[src/rtl/ctrl_pkg.sv]
// ctrl_pkg: definitions shared by the fan speed controller and its display block.
//   - FSM state encoding (IDLE / ACCUM / EVAL)
//   - default excess-per-level and downward hysteresis constants
//   - clog2 helper, usable in parameter defaults
package ctrl_pkg;

  localparam logic [1:0] ST_IDLE  = 2'd0;
  localparam logic [1:0] ST_ACCUM = 2'd1;
  localparam logic [1:0] ST_EVAL  = 2'd2;

  localparam int DEFAULT_STEP = 20;
  localparam int DEFAULT_HYST = 2;

  // Smallest r with 2**r >= value; constant-evaluable for parameter defaults.
  function automatic int clog2(input int value);
    int r;
    r = 0;
    while ((1 << r) < value) r++;
    return r;
  endfunction

endpackage

[src/rtl/fan_speed_ctrl_if.sv]
// fan_speed_ctrl_if: sample/setpoint inputs and speed outputs of the fan controller.
//   enable      controller enable, low forces the fan off
//   adc_valid   adc carries a valid sample this cycle
//   adc         temperature sample, unsigned, W bits
//   teclado     keypad setpoint, unsigned, W bits
//   giro        current speed level, LW bits
//   giro_chg    one-cycle pulse whenever giro changes
//   diferencia  last evaluated saturating excess over the setpoint
// The master modport is the sampling front end / motor driver side,
// the slave modport is the controller itself.
interface fan_speed_ctrl_if #(
  parameter int W  = 8,
  parameter int LW = 2
);

  logic          enable;
  logic          adc_valid;
  logic [W-1:0]  adc;
  logic [W-1:0]  teclado;
  logic [LW-1:0] giro;
  logic          giro_chg;
  logic [W-1:0]  diferencia;

  modport master (
    output enable, adc_valid, adc, teclado,
    input  giro, giro_chg, diferencia
  );

  modport slave (
    input  enable, adc_valid, adc, teclado,
    output giro, giro_chg, diferencia
  );

endinterface

[src/rtl/sample_avg.sv]
// sample_avg: accumulates a window of 2**AVG_LOG2 samples and presents the
// truncated average.
//   clk, rst_n  clock and asynchronous active-low reset
//   clear       synchronous flush of the window (controller disabled)
//   restart     start a new window this cycle, seeded with sample if accepted
//   accept      sample is valid and taken this cycle
//   sample      W-bit unsigned input sample
//   avg         sum >> AVG_LOG2 of the current window
//   done        the last sample of a window is being accepted this cycle
module sample_avg #(
  parameter int W        = 8,
  parameter int AVG_LOG2 = 2
) (
  input  logic         clk,
  input  logic         rst_n,
  input  logic         clear,
  input  logic         restart,
  input  logic         accept,
  input  logic [W-1:0] sample,
  output logic [W-1:0] avg,
  output logic         done
);

  localparam int SW = W + AVG_LOG2;
  localparam logic [AVG_LOG2:0] LAST = (AVG_LOG2 + 1)'((1 << AVG_LOG2) - 1);

  logic [SW-1:0]     sum;
  logic [AVG_LOG2:0] cnt;

  // The extra counter bit keeps the width legal even for a one-sample window.
  assign done = accept && !restart && (cnt == LAST);
  assign avg  = sum[SW-1:AVG_LOG2];

  always_ff @(posedge clk or negedge rst_n) begin
    if (!rst_n) begin
      sum <= '0;
      cnt <= '0;
    end else if (clear) begin
      sum <= '0;
      cnt <= '0;
    end else if (restart) begin
      // A sample arriving during evaluation belongs to the next window.
      sum <= accept ? SW'(sample) : '0;
      cnt <= accept ? (AVG_LOG2 + 1)'(1) : '0;
    end else if (accept) begin
      sum <= sum + SW'(sample);
      cnt <= done ? '0 : cnt + 1'b1;
    end
  end

endmodule

[src/rtl/fan_speed_ctrl.sv]
// fan_speed_ctrl: averages ADC temperature windows, computes the saturating
// excess over the keypad setpoint and steps the fan speed level one level at
// a time, with downward hysteresis and a minimum dwell between changes.
//   clk    system clock, all state changes on the rising edge
//   rst_n  asynchronous active-low reset
//   bus    fan_speed_ctrl_if slave: enable, adc_valid, adc, teclado in;
//          giro, giro_chg, diferencia out
module fan_speed_ctrl
  import ctrl_pkg::*;
#(
  parameter int W        = 8,
  parameter int LEVELS   = 4,
  parameter int LW       = clog2(LEVELS),
  parameter int STEP     = DEFAULT_STEP,
  parameter int HYST     = DEFAULT_HYST,
  parameter int DWELL    = 1000,
  parameter int AVG_LOG2 = 2
) (
  input  logic            clk,
  input  logic            rst_n,
  fan_speed_ctrl_if.slave bus
);

  localparam int DW = clog2(DWELL + 1);
  localparam logic [DW-1:0] DWELL_MAX = DW'(DWELL);

  logic [1:0]    state;
  logic [DW-1:0] dwell_cnt;
  logic [LW-1:0] giro;
  logic          giro_chg;
  logic [W-1:0]  diferencia;

  logic          accept;
  logic          restart;
  logic          win_done;
  logic [W-1:0]  avg;
  logic [W-1:0]  dif_next;
  logic [LW-1:0] up_lvl;
  logic [LW-1:0] down_lvl;
  logic [LW-1:0] target;

  // Smallest k >= 1 with d <= k*STEP, clamped to the top level. Scanning
  // downward lets the smallest matching threshold win without a divider.
  function automatic logic [LW-1:0] lvl(input logic [W-1:0] d);
    logic [LW-1:0] r;
    r = LW'(LEVELS - 1);
    for (int k = LEVELS - 2; k >= 1; k--) begin
      if (int'(d) <= k * STEP) r = LW'(k);
    end
    if (d == '0) r = '0;
    return r;
  endfunction

  function automatic logic [W-1:0] add_hyst(input logic [W-1:0] d);
    logic [W:0] s;
    s = {1'b0, d} + (W + 1)'(HYST);
    return s[W] ? '1 : s[W-1:0];
  endfunction

  assign accept  = bus.enable && bus.adc_valid && (state != ST_IDLE);
  assign restart = bus.enable && (state == ST_EVAL);

  sample_avg #(
    .W        (W),
    .AVG_LOG2 (AVG_LOG2)
  ) u_sample_avg (
    .clk     (clk),
    .rst_n   (rst_n),
    .clear   (!bus.enable),
    .restart (restart),
    .accept  (accept),
    .sample  (bus.adc),
    .avg     (avg),
    .done    (win_done)
  );

  // Excess and single-step target for the window being evaluated. Going up
  // uses the raw excess; going down needs the excess to clear the hysteresis.
  always_comb begin
    dif_next = (avg > bus.teclado) ? avg - bus.teclado : '0;
    up_lvl   = lvl(dif_next);
    down_lvl = (dif_next == '0) ? '0 : lvl(add_hyst(dif_next));
    target   = giro;
    if (up_lvl > giro) begin
      target = giro + 1'b1;
    end else if (down_lvl < giro) begin
      target = giro - 1'b1;
    end
  end

  // Window sequencing; dropping enable wins over everything, including EVAL.
  always_ff @(posedge clk or negedge rst_n) begin
    if (!rst_n) begin
      state <= ST_IDLE;
    end else if (!bus.enable) begin
      state <= ST_IDLE;
    end else begin
      case (state)
        ST_IDLE:  state <= ST_ACCUM;
        ST_ACCUM: if (win_done) state <= ST_EVAL;
        ST_EVAL:  state <= ST_ACCUM;
        default:  state <= ST_IDLE;
      endcase
    end
  end

  // Level register and dwell timer. The timer saturates at DWELL so a change
  // is allowed as soon as it is due; a blocked request is simply dropped and
  // reconsidered at the next evaluation. Forcing off bypasses the dwell and
  // re-arms it so the first change after re-enable is immediate.
  always_ff @(posedge clk or negedge rst_n) begin
    if (!rst_n) begin
      giro       <= '0;
      giro_chg   <= 1'b0;
      diferencia <= '0;
      dwell_cnt  <= DWELL_MAX;
    end else begin
      giro_chg <= 1'b0;
      if (!bus.enable) begin
        giro      <= '0;
        giro_chg  <= (giro != '0);
        dwell_cnt <= DWELL_MAX;
      end else if (state == ST_EVAL && target != giro && dwell_cnt == DWELL_MAX) begin
        diferencia <= dif_next;
        giro       <= target;
        giro_chg   <= 1'b1;
        dwell_cnt  <= '0;
      end else begin
        if (state == ST_EVAL) diferencia <= dif_next;
        if (dwell_cnt != DWELL_MAX) dwell_cnt <= dwell_cnt + 1'b1;
      end
    end
  end

  assign bus.giro       = giro;
  assign bus.giro_chg   = giro_chg;
  assign bus.diferencia = diferencia;

endmodule

[src/flat_wrapper.sv]
// flat-port wrapper written by rule: the top's interface ports become plain ports
module fan_speed_ctrl_flat import ctrl_pkg::*;
#(
  parameter int W        = 8,
  parameter int LEVELS   = 4,
  parameter int LW       = clog2(LEVELS),
  parameter int STEP     = DEFAULT_STEP,
  parameter int HYST     = DEFAULT_HYST,
  parameter int DWELL    = 1000,
  parameter int AVG_LOG2 = 2
)
  (clk, rst_n, bus_enable, bus_adc_valid, bus_adc, bus_teclado, bus_giro, bus_giro_chg, bus_diferencia);
  fan_speed_ctrl_if #(.W(W), .LW(LW)) bus_i ();
  input  logic clk;
  input  logic rst_n;
  input wire logic [$bits(bus_i.enable)-1:0] bus_enable;
  input wire logic [$bits(bus_i.adc_valid)-1:0] bus_adc_valid;
  input wire logic [$bits(bus_i.adc)-1:0] bus_adc;
  input wire logic [$bits(bus_i.teclado)-1:0] bus_teclado;
  output wire logic [$bits(bus_i.giro)-1:0] bus_giro;
  output wire logic [$bits(bus_i.giro_chg)-1:0] bus_giro_chg;
  output wire logic [$bits(bus_i.diferencia)-1:0] bus_diferencia;
  assign bus_i.enable = bus_enable;
  assign bus_i.adc_valid = bus_adc_valid;
  assign bus_i.adc = bus_adc;
  assign bus_i.teclado = bus_teclado;
  assign bus_giro = bus_i.giro;
  assign bus_giro_chg = bus_i.giro_chg;
  assign bus_diferencia = bus_i.diferencia;
  fan_speed_ctrl #(.W(W), .LEVELS(LEVELS), .LW(LW), .STEP(STEP), .HYST(HYST), .DWELL(DWELL), .AVG_LOG2(AVG_LOG2)) u_core (.clk(clk), .rst_n(rst_n), .bus(bus_i));
endmodule
[config.mk]
export PLATFORM = sky130hd
export DESIGN_NAME = fan_speed_ctrl_flat
export DESIGN_NICKNAME = d
export VERILOG_FILES = /design/src/rtl/ctrl_pkg.sv /design/src/rtl/fan_speed_ctrl_if.sv /design/src/rtl/sample_avg.sv /design/src/rtl/fan_speed_ctrl.sv /design/src/flat_wrapper.sv
export SDC_FILE = /design/constraint.sdc
export NUM_CORES = 1
export LEC_CHECK = 0
export BUFFER_PORTS_ARGS = -buffer_cell sky130_fd_sc_hd__buf_4
export CAP_MARGIN = 5
export CORE_UTILIZATION = 45
export CTS_CLUSTER_DIAMETER = 200
export CTS_CLUSTER_SIZE = 14
export DETAILED_ROUTE_END_ITERATION = 8
export GPL_ROUTABILITY_DRIVEN = 0
export SLEW_MARGIN = 15
export SYNTH_ARGS = -nofsm -noshare
export SYNTH_HDL_FRONTEND = slang
export SYNTH_SLANG_ARGS = --single-unit
[constraint.sdc]
create_clock -name clk -period 4.4 [get_ports clk]
set_input_delay 0.22 -clock clk [delete_from_list [all_inputs] [get_ports clk]]
set_output_delay 0.22 -clock clk [all_outputs]
set_load 0.005 [all_outputs]
==> impl_metrics.json <==
{
  "status": "finished, final reports clean",
  "setup_ws_ps": 321,
  "crit_path_max_fanout": 7,
  "synth_top_area_share_pct": 25.3,
  "reg2reg_depth": 15,
  "worstMarginPinSlew_ps": 886,
  "crit_type": "reg2reg",
  "syn2layout_area_growth_pct": 14.7,
  "grt-busiest-layer": "met2",
  "fmax_ghz": 0.245,
  "ys.flop_type": "dfrtp_1",
  "ant_nets": 0,
  "met1_usage_pct": 26.9,
  "leakagePower_nw": 1.55,
  "rsz0062_at_grt": "no",
  "synth_nets": 385,
  "synth_edf_count": 0,
  "ys_warn_count": 0,
  "tritoncts.num_buffers": 5,
  "grt_pass1_wl_mm": 11.1,
  "cts_htree_levels": 2,
  "yosysUniqueCellTypes": 67,
  "cts_tree": "yes",
  "period_needed_ps": 4080,
  "coreArea_um2": 6350,
  "hold_path.class": "in2reg",
  "ys_seq_elements": 36,
  "clk_pin_slew_worst_paths_ps": 80,
  "finalSetupTns_ps": 0,
  "antenna_found_initial": 0,
  "final_layout_size_suffix_gt1_share_pct": 19.3,
  "peakVddDrop_mv": 0.119,
  "syn_avg_cell_area_um2": 8.75,
  "async_flop_share_pct": 100,
  "grt_pass1_vias": 2352,
  "fp.dieH_um": 83.2,
  "grt_usage_pct": 19.8,
  "crit_path_end_kind": "register",
  "drc": 0,
  "min_path_cells": 2,
  "syn-cell-area_um2": 2970,
  "drt-initial-drc-count": 139,
  "numPortBuffers": 30,
  "avgViaCountPerCell": 5.64,
  "dpl.hpwl_mm": 4.89,
  "yosysTopAreaCell": "dfrtp_1",
  "final_common_cell": "nand2_1",
  "skew_ps": 5.49,
  "wire_per_inst_um": 14.4,
  "diodes": 0,
  "boundaryPins": 31,
  "gr-total-overflow": 0,
  "synth_seq_area_share_pct": 30.6,
  "synth_cells": 339,
  "setup_viol": 0,
  "worstSetupStartpointType": "register",
  "critPathArrivalTime_ps": 4270,
  "die_w_um": 83.2,
  "slew_headroom_pct": 40.9,
  "critPathRequiredTime_ps": 4590,
  "met3_usage_pct": 3.08,
  "grt_start_max_net_pins": 37,
  "rows": 29,
  "min_period_over_period_pct": 92.7,
  "dr.pass1.iters": 4,
  "use_met2_pct": 31.5,
  "place_area_um2": 3270,
  "clk_latency_ps": 300,
  "nets": 418,
  "drv_cap": 0,
  "cts_buffer_depth": 2,
  "cellPowerDensity_nw_per_um2": 258,
  "initial_core_util_pct": 46.7,
  "maxSlewViolCount": 0,
  "clock-root-buffer": "clkbuf_8",
  "mostFrequentLayoutCells": "nand2_1, buf_4, dfrtp_1, inv_1, ha_1",
  "cts.sinks": 36,
  "pre_cts_ws_ps": 208,
  "dieArea_um2": 6920,
  "final_area_um2": 3400,
  "synth_area_leaders": "dfrtp_1, ha_1, dfstp_2",
  "vias": 2536,
  "finalWirelength_mm": 6.49,
  "hold_viol": 0
}
## routing by layer
metal	part of all wire (%)	vias up
met2	45	54
met5	0	-
met3	3.2	9
met4	2.0	0
li1	-	1283
met1	50	1190
## worst max-delay path: stages (launching register included)
cell      delay, ps
dfrtp_1         380
inv_1            50
ha_1            210
fa_1            410
nand2b_1        240
a21oi_2         190
xor2_2          230
nand4_1         160
or2_2           290
a31o_1          280
or3_1           390
ha_1            330
o21ai_0         170
o31ai_2         300
a21oi_2         170
o21bai_1        180
## where the power goes
part	total, mW	internal, mW	switching [mW]	leakage (nW)
clock network	0.263	0.127	0.136	0.0434
logic	0.269	0.113	0.156	1.03
registers	0.347	0.339	0.00847	0.475
total	0.879	0.579	0.300	1.55
## synthesized netlist by cell type, types with 3 or more instances
cell type,number
nand2_1,38
dfrtp_1,30
ha_1,24
a21oi_1,23
inv_1,23
o21ai_0,22
nor2_1,17
xnor2_1,16
clkbuf_1,9
nor2b_1,9
and2_1,7
dfstp_2,6
mux2i_1,6
nand2b_1,6
nand3_1,6
nand4_1,6
o21a_1,5
o21ai_1,5
o31ai_1,5
a21o_1,4
nor3_1,4
xor2_1,4
a211oi_1,3
a22oi_1,3
and3_1,3
nor3b_1,3
o21bai_1,3
## state kept, by name (all words and copies together), names as in the netlist
name                     count
u_core.bus.giro              2
u_core.bus.giro_chg          1
u_core.state                 2
u_core.u_sample_avg.sum     10
u_core.bus.diferencia        8
u_core.u_sample_avg.cnt      3
u_core.dwell_cnt            10
## final cells by class
cell class	count	area, um2
tap	77	96.3
sequential	36	908
clock inverter	2	15.0
timing repair buffer	35	265
clock buffer	6	82.6
inverter	23	86.3
multi-input combinational	271	1950
fill	598	2950
## repair_timing
action | 4_1_cts | 5_1_grt
resized for setup | 0 | 3
setup buffers | 0 | 2
endpoints found under the setup margin | 0 | 9
hold buffers | 1 | 0
endpoints found under the hold margin | 30 | 0
## through the flow
stage,hold WS [ps],utilization [%],power [mW],std cells
floorplan,-75.6,-,0.544,339
global placement,213,51.5,0.611,439
detailed placement,217,51.5,0.612,439
CTS,159,53.2,0.877,448
global route,162,53.6,0.934,450
finish,162,53.6,0.879,450
## cells by family (layout without fill, tap and decap cells)
group / Yosys count / count (layout) / synth area share [%]
compound gates: 105 / 105 / 25.3
xor+xnor: 23 / 23 / 7.55
fa+ha+maj: 27 / 27 / 11.8
buf+inv: 32 / 66 / 4.05
flops: 36 / 36 / 30.6
mux: 7 / 7 / 2.40
simple gates: 109 / 109 / 18.3
## path summary, 6_finish.rpt
check	startpoint	to	slack (ps)
max	u_core.u_sample_avg.sum[2]	u_core.bus.giro_chg	320
min	bus_adc_valid	u_core.u_sample_avg.cnt[2]	160
max reg2reg	u_core.u_sample_avg.sum[2]	u_core.bus.giro_chg	320
min reg2reg	u_core.bus.diferencia[1]	u_core.bus.diferencia[1]	480
max in group asynchronous	rst_n	u_core.dwell_cnt[3]	3640
min in group asynchronous	rst_n	u_core.bus.giro_chg	420
Power figures use the tool's default switching activity.
